### src/rtl/servo_pwm_decoder.sv
// Servo PWM decoder: measures pwm_in high time in clk3 cycles, validates it against
// [MIN_WIDTH, MAX_WIDTH] and tracks frame loss. Optional debounce: SERVO_DECODE_GLITCH_FILTER_EN.
module servo_pwm_decoder #(
  parameter int MIN_WIDTH     = 23000,
  parameter int MAX_WIDTH     = 127000,
  parameter int FRAME_TIMEOUT = 1000000
) (
  input  logic        clk3,
  input  logic        reset,
  input  logic        pwm_in,
  output logic [16:0] width,
  output logic        width_valid,
  output logic        pulse_err,
  output logic        signal_lost,
  output logic [1:0]  dbg_state
);

  typedef enum logic [1:0] {
    WAIT_LOW  = 2'd0,
    WAIT_RISE = 2'd1,
    HIGH      = 2'd2
  } state_t;

  localparam logic [16:0] MIN_W    = 17'(MIN_WIDTH);
  localparam logic [16:0] MAX_W    = 17'(MAX_WIDTH);
  localparam logic [16:0] HCNT_SAT = 17'(MAX_WIDTH + 1);
  localparam logic [19:0] FT       = 20'(FRAME_TIMEOUT);
  localparam logic [19:0] FT_M1    = 20'(FRAME_TIMEOUT - 1);

  // Synchronizer runs through reset so a line already high at release reads as high.
  logic sync_a;
  logic s;
  logic cur;
  logic prev;

  always_ff @(posedge clk3) begin
    sync_a <= pwm_in;
    s      <= sync_a;
  end

`ifdef SERVO_DECODE_GLITCH_FILTER_EN
  logic [2:0] s_hist;
  logic       filt_q;

  always_ff @(posedge clk3) begin
    s_hist <= {s_hist[1:0], s};
    filt_q <= cur;
  end

  // Filtered level follows s only once four consecutive samples agree.
  always_comb begin
    cur = filt_q;
    if ((s == s_hist[0]) && (s == s_hist[1]) && (s == s_hist[2])) cur = s;
  end

  assign prev = filt_q;
`else
  logic s_prev;

  always_ff @(posedge clk3) begin
    s_prev <= s;
  end

  assign cur  = s;
  assign prev = s_prev;
`endif

  logic rise;
  logic fall;

  assign rise = cur & ~prev;
  assign fall = ~cur & prev;

  state_t      state, state_n;
  logic [16:0] hcnt, hcnt_n;
  logic [19:0] fcnt, fcnt_n;
  logic [16:0] width_n;
  logic        valid_n;
  logic        err_n;
  logic        lost_n;

  always_ff @(posedge clk3) begin
    if (reset) begin
      state       <= WAIT_LOW;
      hcnt        <= '0;
      fcnt        <= '0;
      width       <= '0;
      width_valid <= 1'b0;
      pulse_err   <= 1'b0;
      signal_lost <= 1'b1;
    end else begin
      state       <= state_n;
      hcnt        <= hcnt_n;
      fcnt        <= fcnt_n;
      width       <= width_n;
      width_valid <= valid_n;
      pulse_err   <= err_n;
      signal_lost <= lost_n;
    end
  end

  always_comb begin
    state_n = state;
    hcnt_n  = hcnt;
    fcnt_n  = fcnt;
    width_n = width;
    valid_n = 1'b0;
    err_n   = 1'b0;
    lost_n  = signal_lost;

    // Loss flags the cycle fcnt reaches FT; an acceptance below overrides it.
    if (rise) begin
      fcnt_n = '0;
    end else begin
      if (fcnt < FT) fcnt_n = fcnt + 20'd1;
      if (fcnt >= FT_M1) lost_n = 1'b1;
    end

    case (state)
      WAIT_LOW: begin
        if (!cur) state_n = WAIT_RISE;
      end
      WAIT_RISE: begin
        if (rise) begin
          hcnt_n  = 17'd1;
          state_n = HIGH;
        end
      end
      HIGH: begin
        if (fall) begin
          if ((hcnt >= MIN_W) && (hcnt <= MAX_W)) begin
            width_n = hcnt;
            valid_n = 1'b1;
            lost_n  = 1'b0;
          end else begin
            err_n = 1'b1;
          end
          state_n = WAIT_RISE;
        end else begin
          if (hcnt < HCNT_SAT) hcnt_n = hcnt + 17'd1;
          // Over-long pulse is rejected once; its eventual fall is ignored.
          if (hcnt_n == HCNT_SAT) begin
            err_n   = 1'b1;
            state_n = WAIT_LOW;
          end
        end
      end
      default: state_n = WAIT_LOW;
    endcase
  end

  assign dbg_state = state;

endmodule
### config.mk
export PLATFORM = sky130hd
export DESIGN_NAME = servo_pwm_decoder
export DESIGN_NICKNAME = d
export VERILOG_FILES = /design/src/rtl/servo_pwm_decoder.sv
export SDC_FILE = /design/constraint.sdc
export NUM_CORES = 1
export LEC_CHECK = 0
export CAP_MARGIN = 5
export CELL_PAD_IN_SITES_DETAIL_PLACEMENT = 2
export CELL_PAD_IN_SITES_GLOBAL_PLACEMENT = 2
export CORE_MARGIN = 4
export CORE_UTILIZATION = 30
export DETAILED_ROUTE_END_ITERATION = 16
export HOLD_SLACK_MARGIN = 0.08
export PLACE_DENSITY_LB_ADDON = 0.2
export SLEW_MARGIN = 20
export SYNTH_ARGS = -nofsm -noshare
export SYNTH_HDL_FRONTEND = slang
export SYNTH_SLANG_ARGS = --single-unit
export TNS_END_PERCENT = 10
### constraint.sdc
create_clock -name clk3 -period 2.5 [get_ports clk3]
set_input_delay 0.25 -clock clk3 [delete_from_list [all_inputs] [get_ports clk3]]
set_output_delay 0.25 -clock clk3 [all_outputs]
set_load 0.005 [all_outputs]
==> metrics, run 1 <==
outcome complete, no violations; Hold Path End sync_a; fin. max-slew vios 0; Final Critical Period 2.17 ns; peak supply drop 0.000200 V; fin crit share 0.869; final hold slack 0.324 ns; worst r2r src hcnt[2]; worst hold path cell count 1; worst-path maximum fanout 14; Top Ports 25; Avg WL per Cell 18.2 µm; first-pass GRT wire length 16800 µm; Worst slew margin 0.569; fin worst setup slack 0.328 ns; top cell type's share of synthesized area 0.377; FP Rows 37; Mapped Nets 396; WS Path Type register to register; ys flop type dfxtp_1; unrepaired setup endpoints after global routing no; Sink Count 62; largest net degree at the start of global routing 31; routability cong. 0.781; Final Hold Viols 0; r2r setup slk 0.33 ns; Die Span Y 113 µm; drt initial violations 143; Worst Max-Slew Pin Slew 0.646 ns; R2R Path End pulse_err; Yosys warnings 0; Post-synth EDFFs 0; final WL 10100 µm; PD cells 546 nW/µm²; share of layout cells above drive strength 1 0.124; Worst EP arrival 2.45 ns; async set-reset flop share out of synthesis 0; Yosys cell types 59; clk slew on worst S/H paths 0.07 ns; Setup Viol. Count Final 0; most area-consuming cells after synthesis dfxtp_1, nand2b_1, mux2i_1, nor2_1, xnor2_1; fmax 461 MHz; most frequent cell after synthesis dfxtp_1; CP Launch Type register; Overflow after GRT 0; CTS buffer count 9; Area Growth Syn to Fin 20.2%; pre-CTS setup slack 0.234 ns; DRT Pass-1 Iters 4; CTS Hold Buffers Added 0; largest area contributor in the netlist dfxtp_1; cells after synthesis 390; H-tree depth 3; hpwl dp 7060 µm; Worst Clk Skew 0.0115 ns; Initial Util 0.313; HP Class input port to register; CTS tree yes; max cap viols 0; Longest Clk Path Bufs 2; Die ar. 12700 µm²; mapped cell area 3290 µm²; total track usage 0.168; setup TNS 0 ns; drt drc 0; Avg Inst Size Synth 8.44 µm²; Leak Pwr 1.22 nW; register bit count reported by yosys 62; Die W 113 µm; Final #Nets 422; port buffer count 24; Hold Startpoint pwm_in; post-CTS setup buffer count 0; Seq/Total Area, Yosys 0.377; core area 10500 µm²; Critical Path End Type register; Worst EP required 2.78 ns; vias in the first global route 3116; initial antenna violation count 0; Antenna diodes 0; Root Driver clkbuf_8; Worst R2R Path Depth 6; DR vias/cell 5.28; Synth top cells by count dfxtp_1, nor2_1, nand2b_1, nand2_1, mux2i_1; Worst-Skew Late Latency 0.37 ns; DRT antenna net count 0; Via Count 2943; Post-CTS Resized 0
-- kinds of logic after synthesis --
| family | synth area share |
|---|---|
| adders and majority gates | 0.0114 |
| buffers and inverters | 0.0498 |
| xor gates and xnor gates | 0.0506 |
| and+or+nand+nor | 0.318 |
| muxes | 0.0582 |
| AOI/OAI and AO/OA | 0.135 |
| DFF | 0.377 |
-- report_power, final --
group / switching, mW / internal [mW]
clock network: 0.430 / 0.642
logic: 0.0501 / 0.0329
registers: 0.00919 / 0.996
-- state kept, by name (all words and copies together), names as in the netlist --
signal,count
cur,1
prev,1
width,17
width_valid,1
pulse_err,1
dbg_state,2
signal_lost,1
hcnt,17
sync_a,1
fcnt,20
-- through the flow --
stage          std cells  power, mW  utilization  area (µm²)
2_1_floorplan        390       1.08            -        3290
3_3_place_gp         541       1.11        0.354        3720
3_5_place_dp         541       1.11        0.354        3720
4_1_cts              557       2.19        0.376        3950
5_1_grt              557       2.25        0.376        3950
6_report             557       2.16        0.376        3950
-- worst max-delay path, cell delays in order (launching register included) --
cell	delay, ns
dfxtp_1	0.63
and4_1	0.40
o211ai_1	0.18
nor4bb_1	0.30
o22ai_1	0.14
o31a_1	0.30
nor4_2	0.13
-- per-layer routing --
layer	wire, µm	vias to the layer above	GRT usage
met5	0	-	0
met4	193	0	0.0721
met3	376	13	0.0332
met2	4380	42	0.242
met1	5180	1455	0.242
li1	-	1433	-
-- area by class of cell --
| type | count | area [µm²] |
|---|---|---|
| well taps | 136 | 170 |
| repair buffers | 41 | 380 |
| fillers | 1183 | 6560 |
| inverters | 9 | 33.8 |
| flip-flops and latches | 62 | 1240 |
| clock inverters | 3 | 65.1 |
| multi-input cells | 293 | 1890 |
| clock buffers | 13 | 169 |
-- how the worst max path moves through the flow --
stage	from	to	slack, ns	cells after the start
floorplan	hcnt[1]	pulse_err	0.53	7
global placement	hcnt[0]	pulse_err	0.32	7
detailed placement	hcnt[0]	pulse_err	0.23	7
CTS	hcnt[0]	pulse_err	0.20	7
global route	hcnt[2]	pulse_err	0.09	6
finish	hcnt[2]	pulse_err	0.33	6
-- layout by cell type, fill, tap and decap left out, types with 4 or more instances in the layout --
| cell | instances |
|---|---|
| xnor2_1 | 13 |
| nor4_1 | 9 |
| nor3_1 | 11 |
| nand3_1 | 14 |
| o21ai_0 | 14 |
| nand2_1 | 26 |
| a21oi_1 | 16 |
| nor2_1 | 39 |
| and4_1 | 4 |
| a311oi_1 | 4 |
| nand2b_1 | 37 |
| and2_1 | 6 |
| nand4_1 | 12 |
| buf_4 | 16 |
| clkbuf_8 | 12 |
| mux2i_1 | 18 |
| xor2_1 | 6 |
| a31oi_1 | 5 |
| nor2b_1 | 4 |
| inv_1 | 9 |
| clkdlybuf4s50_1 | 24 |
| dfxtp_1 | 61 |
(Power assumes the default switching activity.)
==> run 2, diff against run 1 <==
--- a/config.mk
+++ b/config.mk
@@ -8,6 +8,7 @@
 export CAP_MARGIN = 5
 export CELL_PAD_IN_SITES_DETAIL_PLACEMENT = 2
 export CELL_PAD_IN_SITES_GLOBAL_PLACEMENT = 2
+export CORE_ASPECT_RATIO = 1.75
 export CORE_MARGIN = 4
 export CORE_UTILIZATION = 30
 export DETAILED_ROUTE_END_ITERATION = 16
==> constraint.sdc (replaced) <==
create_clock -name clk3 -period 2.5 [get_ports clk3]
set_input_delay 0.25 -clock clk3 [delete_from_list [all_inputs] [get_ports clk3]]
set_output_delay 0.25 -clock clk3 [all_outputs]
set_load 0.01 [all_outputs]
==> run 2 against run 1 <==
  * Worst setup slack worse by 0.11 ns
  * Register-to-register slack worse by 0.11 ns
  * Sequential share of layout area fell by 0.61 points
  * Die area is 0.52% higher
  * Worst hold slack gained 0.0075 ns
  * Critical path type unchanged
  * Largest cell class unchanged
==> metrics, run 2 (synthesis results as in run 1) <==
worst-path maximum fanout 9; Logic pwr share 0.034; Overflow after GRT 0; Avg WL per Cell 19.8 µm; Worst Clk Skew 0.00627 ns; clk slew on worst S/H paths 0.05 ns; fin crit share 0.913; largest registers fcnt x20, hcnt x17, width x17; CP Depth 7; pre-CTS setup slack 0.254 ns; most common cell after layout, fill and taps aside dfxtp_1; WS Path Type register to register; fmax 438 MHz; r2r setup slk 0.22 ns; outcome complete, no violations; Setup Viol. Count Final 0; crit-path max cell delay 0.48 ns; R2R Path End pulse_err; Largest Register fcnt; worst r2r src hcnt[1]; Worst R2R Path Depth 7; Final Hold Viols 0; share of layout cells above drive strength 1 0.117; Area Growth Syn to Fin 22.4%; family with the most delay on the worst path simple AND/OR/NAND/NOR gates; Clk pwr share 0.561; CTS tree yes; max cap viols 0; DRT Pass-1 Iters 4; Antenna diodes 0; Sink Count 62; fillcell total 1211; Die W 87.2 µm; final WL 10800 µm; max reg flops 20; CP bufs+invs 0; unrepaired setup endpoints after global routing no; Leak Pwr 1.26 nW; post-CTS setup buffer count 0; Worst slew margin 0.605; DR vias/cell 5.45; worst hold path cell count 0; capture point of the worst path pulse_err; vias in the first global route 3350; switching share of total power 0.212; critical-path cell list ha_1 > and4_1 > o211ai_1 > nor4bb_1 > o22ai_1 > o31a_1 > nor4_2; Final Critical Period 2.28 ns; routability cong. 0.829; Initial Util 0.308; largest net degree at the start of global routing 26; Worst EP arrival 2.52 ns; peak supply drop 0.000333 V; slowest CP cell dfxtp_1; Root Driver clkbuf_16; fin worst setup slack 0.219 ns; Longest Clk Path Bufs 2; Worst-Skew Late Latency 0.33 ns; Worst Max-Slew Pin Slew 0.592 ns; Via Count 2993; switching power 527 µW; Die ar. 12800 µm²; total track usage 0.180; core area 10700 µm²; drt initial violations 60; first-pass GRT wire length 17900 µm; hpwl dp 8050 µm; dpl cells 533; Die Span Y 147 µm; Worst EP required 2.74 ns; fin area 4030 µm²; CTS Hold Buffers Added 0; sequential share of power 0.405; drt drc 0; internal power 1.96 mW; CP Launch Type register; Post-Layout Cell Count 549; port buffer count 24; CTS buffer count 9; Top Ports 25; Crit. Startpoint hcnt[1]; PD cells 617 nW/µm²; Final #Nets 420; fin. max-slew vios 0; initial antenna violation count 0; HP Class register to register; DRT antenna net count 0; H-tree depth 3; setup TNS 0 ns; FP Rows 50; Post-CTS Resized 0; Critical Path End Type register; most frequent cells in the layout dfxtp_1, nor2_1, nand2b_1; placed inst area 3690 µm²
==> run 2: cell types whose count changed in the layout (fill, tap and decap cells not counted), sizes merged <==
cell | before | now
clkbuf | 13 | 11
clkinvlp | 0 | 1
clkinv | 1 | 2
buf | 17 | 15
==> run 2: power groups by stage <==
| stage | combinational, mW | clock [mW] | sequential (mW) |
|---|---|---|---|
| 3_5_place_dp | 0.0855 | 0 | 1.03 |
| 2_1_floorplan | 0.0546 | 0 | 1.03 |
| 3_3_place_gp | 0.0823 | 0 | 1.03 |
| 4_1_cts | 0.0870 | 1.43 | 1.01 |
| 5_1_grt | 0.0931 | 1.48 | 1.01 |
| 6_report | 0.0846 | 1.39 | 1.01 |
==> run 2: cell type report <==
class,instances,area [µm²],area share
clock inverters,5,81.3,0.0202
repair buffers,39,365,0.0907
clock buffers,11,253,0.0628
well taps,130,163,0.0404
multi-input cells,293,1890,0.469
inverters,9,33.8,0.00839
flip-flops and latches,62,1240,0.308
==> run 2: worst min-delay path by stage <==
stage | from | to
global route | sync_a | cur
floorplan | pwm_in | sync_a
finish | sync_a | cur
global placement | sync_a | cur
detailed placement | sync_a | cur
CTS | sync_a | cur
==> run 2: metrics by stage <==
step / util / power [mW] / hold WS, ns
2_1_floorplan: - / 1.08 / 0.278
3_3_place_gp: 0.345 / 1.11 / 0.314
3_5_place_dp: 0.345 / 1.11 / 0.320
4_1_cts: 0.376 / 2.52 / 0.339
5_1_grt: 0.376 / 2.58 / 0.351
6_report: 0.376 / 2.48 / 0.332
==> run 2: metal layers <==
metal,vias to the layer above,share of wire,global-route usage
met5,-,0,0
met4,0,0.036,0.0806
met3,24,0.018,0.0299
met2,34,0.58,0.345
met1,1509,0.37,0.181
li1,1426,-,-
==> run 3, diff against run 2 <==
--- a/config.mk
+++ b/config.mk
@@ -13,7 +13,7 @@
 export CORE_UTILIZATION = 30
 export DETAILED_ROUTE_END_ITERATION = 16
 export HOLD_SLACK_MARGIN = 0.08
-export PLACE_DENSITY_LB_ADDON = 0.2
+export PLACE_DENSITY_LB_ADDON = 0.1
 export SLEW_MARGIN = 20
 export SYNTH_ARGS = -nofsm -noshare
 export SYNTH_HDL_FRONTEND = slang
==> run 3 against run 2 <==
  * Cell count rose by 1.6%
  * Power rose by 2.7%
  * Die area did not move
  * Sequential share of layout area fell by 0.57 points
  * Worst hold slack got worse by 0.0093 ns
  * Combinational power fell by 0.8%
  * Fmax rose by 1.8%
  * Count of clock-buffer cells in the layout fell by 1
  * Final area rose by 1.9%
  * Clock skew fell by 0.0014 ns
  * Register-to-register slack improved by 0.04 ns
  * Non-clock buffer count rose by 9
  * Critical endpoint unchanged
  * Largest power group unchanged
==> metrics, run 3 (synthesis results as in run 1) <==
FP Rows 50; largest net degree at the start of global routing 29; Worst Max-Slew Pin Slew 0.587 ns; sequential share of power 0.395; R2R Path End pulse_err; HP Class input port to register; fin. max-slew vios 0; initial antenna violation count 0; worst-path maximum fanout 9; Final Hold Viols 0; Area Growth Syn to Fin 24.7%; Critical Path End Type register; Worst EP required 2.75 ns; PD cells 622 nW/µm²; Overflow after GRT 0; Setup Viol. Count Final 0; unrepaired setup endpoints after global routing no; Hold Path End hcnt[1]; Clk pwr share 0.572; Antenna diodes 0; outcome complete, no violations; post-CTS setup buffer count 0; switching power 522 µW; final core occ 0.384; Final #Nets 429; H-tree depth 3; share of layout cells above drive strength 1 0.138; Initial Util 0.308; WS Path Type register to register; Post-CTS Resized 0; Die W 87.2 µm; max reg flops 20; fin crit share 0.896; Die ar. 12800 µm²; dpl cells 542; max cap viols 0; storage element area 1240 µm²; total track usage 0.184; routability cong. 0.779; CP Launch Type register; DR vias/cell 5.43; Post-Layout Cell Count 558; fillcell total 1208; peak supply drop 0.000374 V; Root Driver clkbuf_16; Longest Clk Path Bufs 2; Top Ports 25; Worst-Skew Late Latency 0.34 ns; Logic pwr share 0.033; Hold Startpoint reset; internal power 2.03 mW; Worst R2R Path Depth 7; Sink Count 62; fmax 446 MHz; worst hold path cell count 2; CTS tree yes; Worst EP arrival 2.49 ns; Final Critical Period 2.24 ns; CTS buffer count 9; clk slew on worst S/H paths 0.05 ns; grt met3 use 0.0322; CTS Hold Buffers Added 0; Worst Clk Skew 0.00489 ns; hpwl dp 8270 µm; switching share of total power 0.205; most frequent cells in the layout dfxtp_1, nor2_1, nand2b_1; drt drc 0; DRT antenna net count 0; final WL 10900 µm; DRT Pass-1 Iters 4; Multi-input gate area 1890 µm²; largest registers fcnt x20, hcnt x17, width x17; r2r setup slk 0.26 ns; most common cell after layout, fill and taps aside dfxtp_1; Leak Pwr 1.32 nW; Worst slew margin 0.609; core area 10700 µm²; Via Count 3030; vias in the first global route 3448; port buffer count 24; worst r2r src hcnt[1]; met1 usage 0.176; met2 GRT Util 0.366; Largest Register fcnt; drt initial violations 73; grt peak-use layer met2; Avg WL per Cell 19.5 µm; setup TNS 0 ns; first-pass GRT wire length 18200 µm; Die Span Y 147 µm
run 3: changes by cell type in the layout (fill, tap and decap cells not counted), sizes merged:
cell	before	now
clkbuf	11	10
clkinv	2	3
clkdlybuf4s50	24	23
bufinv	2	3
buf	15	25
clkinvlp	1	0
run 3: how the worst max path moves through the flow:
stage                     startpoint         to  slack [ns]  cells past startpoint
after floorplan              hcnt[1]  pulse_err        0.53                      7
after global placement       hcnt[1]  pulse_err        0.41                      7
after detailed placement     hcnt[1]  pulse_err        0.30                      7
after CTS                    hcnt[1]  pulse_err        0.26                      7
after global routing         hcnt[1]  pulse_err        0.07                      7
final                        hcnt[1]  pulse_err        0.26                      7
run 3: critical path: stages, from the launching register on:
cell      delay, ns
dfxtp_1        0.47
ha_1           0.24
and4_1         0.34
o211ai_1       0.19
nor4bb_1       0.31
o22ai_1        0.16
o31a_1         0.31
nor4_2         0.13
run 3: cell type report:
cell class,count,share of cell area
flip-flops and latches,62,0.302
clock buffers,10,0.0582
well taps,130,0.0396
clock inverters,6,0.0265
multi-input cells,293,0.461
repair buffers,48,0.104
inverters,9,0.00823
run 3: power by group through the flow:
stage	clock network (mW)	registers (mW)	logic, mW
6_report	1.46	1.01	0.0839
5_1_grt	1.55	1.01	0.0942
4_1_cts	1.50	1.01	0.0863
3_5_place_dp	0	1.03	0.0854
3_3_place_gp	0	1.03	0.0839
2_1_floorplan	0	1.03	0.0546
run 3: layer usage:
metal | share of wire | up-vias
li1 | - | 1448
met4 | 0.026 | 0
met1 | 0.35 | 1527
met5 | 0 | -
met2 | 0.61 | 36
met3 | 0.020 | 19
run 3: per-stage QoR:
step | area [µm²] | power (mW) | hold WS, ns | worst slack, ns
floorplan | 3290 | 1.08 | 0.278 | 0.530
global placement | 3760 | 1.11 | 0.316 | 0.412
detailed placement | 3760 | 1.11 | 0.315 | 0.296
CTS | 4100 | 2.59 | 0.327 | 0.260
global route | 4100 | 2.66 | 0.331 | 0.0694
finish | 4100 | 2.55 | 0.323 | 0.259
